$ cat config.mk
export PLATFORM = sky130hd
export DESIGN_NAME = style_record_unpack_flat
export DESIGN_NICKNAME = d
export VERILOG_FILES = /design/src/rtl/style_record_unpack_if.sv /design/src/rtl/style_record_unpack.sv /design/src/flat_wrapper.sv
export SDC_FILE = /design/constraint.sdc
export NUM_CORES = 1
export LEC_CHECK = 0
export BUFFER_PORTS_ARGS = -buffer_cell sky130_fd_sc_hd__clkbuf_2
export CORE_ASPECT_RATIO = 1.25
export CORE_MARGIN = 5
export CORE_UTILIZATION = 55
export CTS_CLUSTER_DIAMETER = 30
export CTS_CLUSTER_SIZE = 12
export DETAILED_ROUTE_END_ITERATION = 10
export GPL_ROUTABILITY_DRIVEN = 0
export PLACE_DENSITY_LB_ADDON = 0.05
export SYNTH_ARGS = -nofsm -noshare
export SYNTH_HDL_FRONTEND = slang
export SYNTH_SLANG_ARGS = --single-unit
$ cat constraint.sdc
create_clock -name clk -period 2.9 [get_ports clk]
set_input_delay 0.435 -clock clk [delete_from_list [all_inputs] [get_ports clk]]
set_output_delay 0.435 -clock clk [all_outputs]
set_load 0.1 [all_outputs]
$ cat src/rtl/style_record_unpack_if.sv
// Record-stream bus for style_record_unpack.
//   in_*   : 32-bit word stream (valid/ready) from the upstream feeder
//   out_*  : unpacked record head (valid/ready) toward the display comparator
interface style_record_unpack_if;
  logic        in_valid;
  logic        in_ready;
  logic [31:0] in_data;

  logic        out_valid;
  logic        out_ready;
  logic        element_valid;
  logic        is_svg_element;
  logic [5:0]  style_type;
  logic [4:0]  display;
  logic [5:0]  class_type;
  logic [15:0] elem_id;

  // master: word producer and record consumer (testbench / neighbours)
  modport master (
    output in_valid, in_data, out_ready,
    input  in_ready, out_valid, element_valid, is_svg_element,
           style_type, display, class_type, elem_id
  );

  // slave: the unpacker itself
  modport slave (
    input  in_valid, in_data, out_ready,
    output in_ready, out_valid, element_valid, is_svg_element,
           style_type, display, class_type, elem_id
  );
endinterface

$ cat src/rtl/style_record_unpack.sv
// Unpacks two-word element style records (header + body) into comparator
// fields, buffers them in a FIFO_DEPTH-entry FIFO, and holds the programmable
// display enum constants.
//   clk, rst_n      : clock, synchronous active-low reset
//   bus             : word stream in / record stream out (slave modport)
//   cfg_we/cfg_data : load {nopseudo, none, inline, block}
//   NOPSEUDO..BLOCK : registered enum constants
//   rec_count       : records pushed since reset (wrapping)
//   err_count       : rejected header words (saturating)
module style_record_unpack #(
  parameter int unsigned FIFO_DEPTH = 4
) (
  input  logic                 clk,
  input  logic                 rst_n,
  style_record_unpack_if.slave bus,
  input  logic                 cfg_we,
  input  logic [20:0]          cfg_data,
  output logic [5:0]           NOPSEUDO,
  output logic [4:0]           NONE,
  output logic [4:0]           INLINE,
  output logic [4:0]           BLOCK,
  output logic [15:0]          rec_count,
  output logic [7:0]           err_count
);

  localparam int unsigned AW = (FIFO_DEPTH > 1) ? $clog2(FIFO_DEPTH) : 1;
  localparam int unsigned CW = AW + 1;

  typedef struct packed {
    logic       element_valid;
    logic       is_svg_element;
    logic [5:0] style_type;
    logic [4:0] display;
    logic [5:0] class_type;
  } hdr_t;

  typedef struct packed {
    hdr_t        hdr;
    logic [15:0] elem_id;
  } rec_t;

  typedef enum logic {S_HDR, S_BODY} state_e;

  state_e          state_q, state_d;
  hdr_t            hdr_q, hdr_d;
  rec_t            mem [FIFO_DEPTH];
  logic [AW-1:0]   wr_ptr_q, rd_ptr_q;
  logic [CW-1:0]   cnt_q;
  logic            full_c, push_c, pop_c, bad_c, in_xfer_c;
  rec_t            head_c;
  logic            unused_c;

  assign unused_c = ^bus.in_data[8:0];

  // in_ready depends only on FSM state and FIFO fullness
  assign full_c       = (cnt_q == CW'(FIFO_DEPTH));
  assign bus.in_ready = (state_q == S_HDR) || !full_c;
  assign in_xfer_c    = bus.in_valid && bus.in_ready;
  assign bus.out_valid = (cnt_q != '0);
  assign pop_c        = bus.out_valid && bus.out_ready;

  // Record framing: header latches fields, body completes and pushes
  always_comb begin
    state_d = state_q;
    hdr_d   = hdr_q;
    push_c  = 1'b0;
    bad_c   = 1'b0;
    case (state_q)
      S_HDR: begin
        if (in_xfer_c) begin
          if (bus.in_data[31:28] == 4'hA) begin
            hdr_d   = hdr_t'(bus.in_data[27:9]);
            state_d = S_BODY;
          end else begin
            bad_c = 1'b1;
          end
        end
      end
      S_BODY: begin
        if (in_xfer_c) begin
          push_c  = 1'b1;
          state_d = S_HDR;
        end
      end
      default: state_d = S_HDR;
    endcase
  end

  // Control state, FIFO pointers, counters and constants
  always_ff @(posedge clk) begin
    if (!rst_n) begin
      state_q   <= S_HDR;
      hdr_q     <= '0;
      wr_ptr_q  <= '0;
      rd_ptr_q  <= '0;
      cnt_q     <= '0;
      rec_count <= '0;
      err_count <= '0;
      NOPSEUDO  <= 6'd0;
      NONE      <= 5'd16;
      INLINE    <= 5'd0;
      BLOCK     <= 5'd1;
    end else begin
      state_q <= state_d;
      hdr_q   <= hdr_d;
      if (push_c) begin
        wr_ptr_q  <= wr_ptr_q + AW'(1);
        rec_count <= rec_count + 16'd1;
      end
      if (pop_c) rd_ptr_q <= rd_ptr_q + AW'(1);
      cnt_q <= cnt_q + CW'(push_c) - CW'(pop_c);
      if (bad_c && (err_count != 8'hFF)) err_count <= err_count + 8'd1;
      if (cfg_we) begin
        NOPSEUDO <= cfg_data[20:15];
        NONE     <= cfg_data[14:10];
        INLINE   <= cfg_data[9:5];
        BLOCK    <= cfg_data[4:0];
      end
    end
  end

  // FIFO storage; contents need no reset since pointers define validity
  always_ff @(posedge clk) begin
    if (rst_n && push_c) mem[wr_ptr_q] <= rec_t'({hdr_q, bus.in_data[15:0]});
  end

  assign head_c             = mem[rd_ptr_q];
  assign bus.element_valid  = head_c.hdr.element_valid;
  assign bus.is_svg_element = head_c.hdr.is_svg_element;
  assign bus.style_type     = head_c.hdr.style_type;
  assign bus.display        = head_c.hdr.display;
  assign bus.class_type     = head_c.hdr.class_type;
  assign bus.elem_id        = head_c.elem_id;

endmodule

$ cat src/flat_wrapper.sv
// flat-port wrapper written by rule: the top's interface ports become plain ports
module style_record_unpack_flat 
#(
  parameter int unsigned FIFO_DEPTH = 4
)
  (clk, rst_n, cfg_we, cfg_data, NOPSEUDO, NONE, INLINE, BLOCK, rec_count, err_count, bus_in_valid, bus_in_data, bus_out_ready, bus_in_ready, bus_out_valid, bus_element_valid, bus_is_svg_element, bus_style_type, bus_display, bus_class_type, bus_elem_id);
  style_record_unpack_if bus_i ();
  input  logic clk;
  input  logic rst_n;
  input  logic cfg_we;
  input  logic [20:0] cfg_data;
  output logic [5:0] NOPSEUDO;
  output logic [4:0] NONE;
  output logic [4:0] INLINE;
  output logic [4:0] BLOCK;
  output logic [15:0] rec_count;
  output logic [7:0] err_count;
  input wire logic [$bits(bus_i.in_valid)-1:0] bus_in_valid;
  input wire logic [$bits(bus_i.in_data)-1:0] bus_in_data;
  input wire logic [$bits(bus_i.out_ready)-1:0] bus_out_ready;
  output wire logic [$bits(bus_i.in_ready)-1:0] bus_in_ready;
  output wire logic [$bits(bus_i.out_valid)-1:0] bus_out_valid;
  output wire logic [$bits(bus_i.element_valid)-1:0] bus_element_valid;
  output wire logic [$bits(bus_i.is_svg_element)-1:0] bus_is_svg_element;
  output wire logic [$bits(bus_i.style_type)-1:0] bus_style_type;
  output wire logic [$bits(bus_i.display)-1:0] bus_display;
  output wire logic [$bits(bus_i.class_type)-1:0] bus_class_type;
  output wire logic [$bits(bus_i.elem_id)-1:0] bus_elem_id;
  assign bus_i.in_valid = bus_in_valid;
  assign bus_i.in_data = bus_in_data;
  assign bus_i.out_ready = bus_out_ready;
  assign bus_in_ready = bus_i.in_ready;
  assign bus_out_valid = bus_i.out_valid;
  assign bus_element_valid = bus_i.element_valid;
  assign bus_is_svg_element = bus_i.is_svg_element;
  assign bus_style_type = bus_i.style_type;
  assign bus_display = bus_i.display;
  assign bus_class_type = bus_i.class_type;
  assign bus_elem_id = bus_i.elem_id;
  style_record_unpack #(.FIFO_DEPTH(FIFO_DEPTH)) u_core (.clk(clk), .rst_n(rst_n), .bus(bus_i), .cfg_we(cfg_we), .cfg_data(cfg_data), .NOPSEUDO(NOPSEUDO), .NONE(NONE), .INLINE(INLINE), .BLOCK(BLOCK), .rec_count(rec_count), .err_count(err_count));
endmodule
==> impl_metrics.py, run 1 <==
metrics = {
    "power": {
        "power_leakage_nw": 3.905,
        "power.switching_mw": 3.099,
        "p_clk_frac": 0.410,
        "p_comb_frac": 0.232,
        "internal_power_mw": 6.261,
        "peakVddDrop_uv": 725.6,
        "powerDensity_mw_per_mm2": 926.2,
        "seqPwrFrac": 0.358,
        "switching_share": 0.3311,
    },
    "synthesis": {
        "yosys_warnings": 0,
        "synthTopCellsByArea": "edfxtp_1, dfxtp_1, mux4_2, mux2i_1, nand2_1",
        "avgSynthCellArea_sq_um": 15.44,
        "synth_top_area_cell": "edfxtp_1",
        "synthDistinctLibCells": 42,
        "synth_fp_nets": 587,
        "yosysSeqAreaShare": 0.7081,
        "synth_area_sq_mm": 0.008029,
        "yosysTopAreaCellShare": 0.5236,
        "synth-seq-cells": 214,
        "synth_cells": 520,
    },
    "flow_run": {
        "max_cap_viol_count": 0,
    },
    "cts": {
        "cts_max_level": 2,
        "cts_root_buffer": "clkbuf_16",
        "postCtsSetupBuffers": 0,
        "clkSinkCount": 214,
        "cts_hold_buffers": 0,
        "cts_resized": 0,
        "clkSlewWorstSetupHoldPaths_ps": 50,
        "insertion_delay_ps": 480,
        "cts_buffers": 34,
        "cts_tree": "built",
        "clockBufferDepth": 3,
    },
    "floorplan": {
        "fp.dieH_microns": 145.1,
        "core_area_sq_mm": 0.01435,
        "rows": 49,
        "ios": 140,
        "die_area_sq_mm": 0.01713,
        "initial_core_util": 0.5597,
        "die_w_microns": 118.1,
    },
    "setup_path": {
        "cp.depth": 3,
        "cp-end-kind": "output pin",
        "critical_path.slowest_cell": "mux4_2",
        "path_delay_family": "buffers and inverters",
        "path_class": "reg2out",
        "crit_buf_inv": 2,
        "worstPathArrival_ps": 2090,
        "r2r-end": "u_core.cnt_q[2]",
        "crit_chain": "buf_12 > mux4_2 > clkbuf_2",
        "critPathMaxStageDelay_ps": 590,
        "critPathMaxFanout": 35,
        "reg2reg_depth": 7,
        "timing.rr.start": "u_core.cnt_q[2]",
        "cp-start-kind": "flop",
        "endpoint": "bus_elem_id[14]",
        "cp.required_ps": 2470,
        "rrSetupSlack_ps": 690,
    },
    "placed_design": {
        "dp_hpwl_microns": 9698,
        "placed_cells": 823,
        "portBuffers": 139,
    },
    "grt": {
        "grt_pass1_wl_microns": 26290,
        "grt_max_degree": 41,
        "gr-total-overflow": 0,
        "grt_util_all_layers": 0.1860,
        "antenna_found_initial": 0,
        "grt_pass1_vias": 5264,
    },
    "finish": {
        "final_cell_mix": "edfxtp_1, clkbuf_2, dfxtp_1",
        "multi_input_area_sq_mm": 0.002227,
        "nNetsFinal": 748,
        "stdcell_count": 884,
        "regArea_sq_mm": 0.005688,
        "final_common_cell": "edfxtp_1",
        "drive_gt1_frac": 0.3499,
        "nFillCells": 1015,
        "diodes": 0,
        "areaGrowthSynthToFinish_pct": 25.87,
    },
    "sta": {
        "worst-slew-pin-transition_ps": 763.9,
        "post-route-period-util": 0.8717,
        "slew_viol_final": 0,
        "period_minus_slack_ps": 2528,
        "max-slew-margin-rel": 0.4895,
        "fin_tns_setup_ps": 0,
        "holdWs_ps": 175.9,
        "grt_setup_unrepaired": "false",
        "skew_ps": 12.46,
        "finalSetupViolCount": 0,
        "fmax_ghz": 0.3956,
        "hold_viol": 0,
    },
    "drt": {
        "drc_errors": 0,
        "ant_nets": 0,
        "vias_per_cell": 5.467,
        "drt_iter0_markers": 261,
        "num_vias": 4833,
        "post_drt_wl_per_cell_microns": 17.76,
        "routed_wl_microns": 15700,
        "drt_first_pass_iters": 6,
    },
    "run_status": {
        "status": "finished clean",
    },
    "min_path": {
        "hold_class": "in2reg",
    },
}
==> power by group through the flow <==
stage	clock network (mW)	registers [mW]	logic (mW)
2_1_floorplan	0	3.54	1.72
3_3_place_gp	0	3.40	2.18
3_5_place_dp	0	3.41	2.20
4_1_cts	3.91	3.35	2.20
5_1_grt	4.07	3.36	2.28
6_report	3.83	3.35	2.17
==> flip-flops by register name, summed over array words and instances (netlist names), named ones only <==
| name | cells |
|---|---|
| u_core.mem | 140 |
| u_core.hdr_q | 19 |
| u_core.rec_count | 16 |
| u_core.wr_ptr_q | 2 |
| u_core.cnt_q | 3 |
| u_core.state_q | 1 |
| u_core.BLOCK | 5 |
| u_core.err_count | 8 |
| u_core.NONE | 5 |
| u_core.NOPSEUDO | 6 |
| u_core.INLINE | 5 |
| u_core.rd_ptr_q | 2 |
==> worst reg2reg max path, delay by kind of cell, from the launching register on <==
kind                       cells  cell delay, ps
xor gates and xnor gates       2             320
adders and majority gates      2             640
DFF                            1             400
and+or+nand+nor                3             710
==> Yosys cell counts (all sizes together) <==
cell type / n
nor4bb: 1
or4: 2
o31ai: 2
dfxtp: 74
o21a: 1
nor2b: 1
xnor2: 8
a31oi: 3
nand3b: 2
or3b: 1
inv: 8
nand3: 9
and2: 3
o31a: 1
nand2: 59
and4bb: 1
and3: 8
and4b: 1
o21ai: 8
clkbuf: 15
xor2: 5
mux2i: 23
fa: 1
or3: 7
o311ai: 1
nand2b: 2
nand4: 2
nor3: 3
a21oi: 31
ha: 8
a31o: 1
edfxtp: 140
buf: 8
nor2: 36
and4: 4
nor3b: 3
mux4: 35
nor4: 2
==> metrics by stage <==
stage / worst slack [ps] / instance area [sq um] / utilization / power (mW)
2_1_floorplan: 611.5 / 8029 / - / 5.263
3_3_place_gp: 771.6 / 8994 / 0.6269 / 5.587
3_5_place_dp: 704.6 / 8994 / 0.6269 / 5.611
4_1_cts: 323.9 / 10110 / 0.7044 / 9.460
5_1_grt: 280.9 / 10110 / 0.7044 / 9.697
6_report: 372.1 / 10110 / 0.7044 / 9.360
==> final cells by class <==
cell class              count  area share
clock buffers              42     0.09348
flip-flops and latches    214      0.5628
clock inverters            19     0.01659
inverters                   8    0.002971
multi-input cells         275      0.2204
well taps                 178     0.02204
repair buffers            148     0.08171
==> routing by layer <==
metal  share of wire  routed length, microns  up-vias  GRT usage
met5               0                       0        -          0
met4           0.013                     212        0    0.05622
met3           0.053                     828       19    0.04282
met2            0.54                    8485      122     0.3288
met1            0.39                    6177     2400     0.2268
li1                -                       -     2292          -
==> cells by family after synthesis <==
kind of cell,after synthesis,synth area share
fa+ha+maj,9,0.01496
xor+xnor,13,0.01418
buf+inv,31,0.01512
compound gates,48,0.03273
mux,58,0.1269
flops,214,0.7081
simple gates,147,0.08804
==> worst min-delay path by stage <==
stage / startpoint / endpoint / depth (start not counted)
CTS: bus_in_data[8] / u_core.mem[0][8] / 1
finish: bus_in_data[26] / u_core.hdr_q[17] / 3
floorplan: u_core.hdr_q[0] / u_core.mem[0][16] / 0
global route: bus_in_data[8] / u_core.mem[1][8] / 1
detailed placement: u_core.BLOCK[0] / u_core.BLOCK[0] / 2
global placement: u_core.NONE[4] / u_core.NONE[4] / 2
No activity file was read; power rests on OpenSTA's default activity.
==> run 2: changes to the inputs <==
--- a/config.mk
+++ b/config.mk
@@ -7,7 +7,7 @@
 export LEC_CHECK = 0
 export BUFFER_PORTS_ARGS = -buffer_cell sky130_fd_sc_hd__clkbuf_2
 export CORE_ASPECT_RATIO = 1.25
-export CORE_MARGIN = 5
+export CORE_MARGIN = 2
 export CORE_UTILIZATION = 55
 export CTS_CLUSTER_DIAMETER = 30
 export CTS_CLUSTER_SIZE = 12
==> run 2 against run 1 <==
  * Clock skew fell by 2.2 ps
  * Sequential power is 2% higher
  * Cell count fell by 0.34%
  * Clock power decreased by 7.0%
  * First-iteration DRC count is 11% higher
  * Register-to-register slack got worse by 80 ps
  * Worst hold slack got worse by 43 ps
  * Die area shrank 9.0%
  * Via count is 0.17% higher
  * Wire length fell by 0.17%
==> impl_metrics.py, run 2 (synthesized netlist as in run 1, its figures left out) <==
metrics = {
    "run_status": {
        "status": "finished clean",
    },
    "cts": {
        "cts_resized": 0,
        "cts_hold_buffers": 0,
        "clockBufferDepth": 3,
        "cts_max_level": 1,
        "cts_buffers": 30,
        "insertion_delay_ps": 520,
        "cts_tree": "built",
        "clkSinkCount": 214,
        "clkSlewWorstSetupHoldPaths_ps": 50,
        "cts_root_buffer": "clkbuf_16",
        "postCtsSetupBuffers": 0,
    },
    "power": {
        "powerDensity_mw_per_mm2": 906.2,
        "p_clk_frac": 0.391,
        "internal_power_mw": 6.095,
        "switching_share": 0.3306,
        "power_leakage_nw": 3.885,
        "seqPwrFrac": 0.374,
        "power.switching_mw": 3.010,
        "p_comb_frac": 0.235,
        "peakVddDrop_uv": 717.8,
        "power_mw": 9.105,
    },
    "drt": {
        "drt_iter0_markers": 289,
        "vias_per_cell": 5.495,
        "drt_first_pass_iters": 4,
        "num_vias": 4841,
        "drc_errors": 0,
        "post_drt_wl_per_cell_microns": 17.80,
        "ant_nets": 0,
        "routed_wl_microns": 15680,
    },
    "setup_path": {
        "cp.required_ps": 2470,
        "critical_path.slowest_cell": "dfxtp_2",
        "rrSetupSlack_ps": 610,
        "path_class": "reg2out",
        "critPathMaxFanout": 18,
        "cp.depth": 3,
        "r2r-end": "u_core.cnt_q[2]",
        "path_delay_family": "buffers and inverters",
        "timing.rr.start": "u_core.cnt_q[2]",
        "cp-end-kind": "output pin",
        "crit_chain": "buf_12 > mux4_2 > clkbuf_2",
        "cp-start-kind": "flop",
        "critPathMaxStageDelay_ps": 600,
        "worstPathArrival_ps": 2310,
        "reg2reg_depth": 7,
        "crit_buf_inv": 2,
    },
    "sta": {
        "slew_viol_final": 0,
        "hold_viol": 0,
        "post-route-period-util": 0.9462,
        "grt_setup_unrepaired": "false",
        "period_minus_slack_ps": 2744,
        "max-slew-margin-rel": 0.4723,
        "worst-slew-pin-transition_ps": 789.6,
        "fmax_ghz": 0.3644,
        "fin_tns_setup_ps": 0,
        "finalWorstSetupSlack_ps": 155.9,
        "skew_ps": 10.23,
        "holdWs_ps": 133.1,
        "finalSetupViolCount": 0,
    },
    "finish": {
        "drive_gt1_frac": 0.3514,
        "final_common_cell": "edfxtp_1",
        "diodes": 0,
        "largest_reg_flops": 140,
        "regMostFlops": "u_core.mem",
        "nNetsFinal": 746,
        "areaGrowthSynthToFinish_pct": 25.14,
        "top_regs": "u_core.mem x140, u_core.hdr_q x19, u_core.rec_count x16",
        "final_cell_mix": "edfxtp_1, clkbuf_2, dfxtp_1",
    },
    "grt": {
        "grt_max_degree": 36,
        "antenna_found_initial": 0,
        "grt_util_all_layers": 0.2033,
        "grt_pass1_vias": 5038,
        "gr-total-overflow": 0,
        "grt_pass1_wl_microns": 25470,
    },
    "min_path": {
        "hold_start": "bus_in_data[26]",
        "hold_class": "in2reg",
        "holdPathEnd": "u_core.hdr_q[17]",
        "whs_path_depth": 3,
    },
    "placed_design": {
        "dp_hpwl_microns": 9909,
        "post-place-ws_ps": 636.4,
        "portBuffers": 139,
    },
    "floorplan": {
        "fp.dieH_microns": 139.1,
        "ios": 140,
        "die_w_microns": 112.1,
        "die_area_sq_mm": 0.01559,
        "core_area_sq_mm": 0.01435,
        "initial_core_util": 0.5597,
        "rows": 49,
    },
    "flow_run": {
        "max_cap_viol_count": 0,
    },
}
run 2: worst max-delay path by stage:
stage                              from              endpoint  slack [ps]
floorplan           u_core.rec_count[3]  u_core.rec_count[13]         610
global placement                   flop       bus_elem_id[11]         710
detailed placement      u_core.cnt_q[2]       u_core.cnt_q[2]         640
CTS                                flop     bus_class_type[2]          80
global route                       flop     bus_class_type[2]          30
finish                             flop     bus_class_type[2]         160
run 2: worst reg2reg max path, stage by stage, from the launching register on:
cell and delay (ps):
dfxtp_1 400, nor3b_2 430, nor2_1 260, ha_1 280
fa_1 390, xnor2_1 190, xnor2_1 140, nor2_1 60
run 2: power groups by stage:
stage	registers (mW)	logic [mW]	clock network [mW]
floorplan	3.54	1.72	0
global placement	3.46	2.13	0
detailed placement	3.47	2.16	0
CTS	3.41	2.16	3.63
global route	3.42	2.23	3.79
finish	3.41	2.14	3.56
run 2: area by class of cell:
class | instances | area, sq um
Sequential cell | 214 | 5688
Tap cell | 178 | 222.7
Clock inverter | 21 | 192.7
Fill cell | 1002 | 4299
Inverter | 8 | 30.03
Timing Repair Buffer | 150 | 853.3
Clock buffer | 35 | 833.3
Multi-Input combinational cell | 275 | 2227
run 2: per-stage QoR:
stage / util / area (sq um) / std cells
final: 0.7003 / 10050 / 881
after global routing: 0.7003 / 10050 / 881
after CTS: 0.7003 / 10050 / 881
after detailed placement: 0.6288 / 9021 / 825
after global placement: 0.6288 / 9021 / 825
after floorplan: - / 8029 / 520
run 2: metal layers:
metal | wire length (microns) | global-route usage | vias to the layer above
li1 | - | - | 2293
met1 | 6285 | 0.2534 | 2388
met2 | 8324 | 0.3649 | 145
met3 | 851 | 0.03759 | 15
met4 | 215 | 0.05712 | 0
met5 | 0 | 0 | -
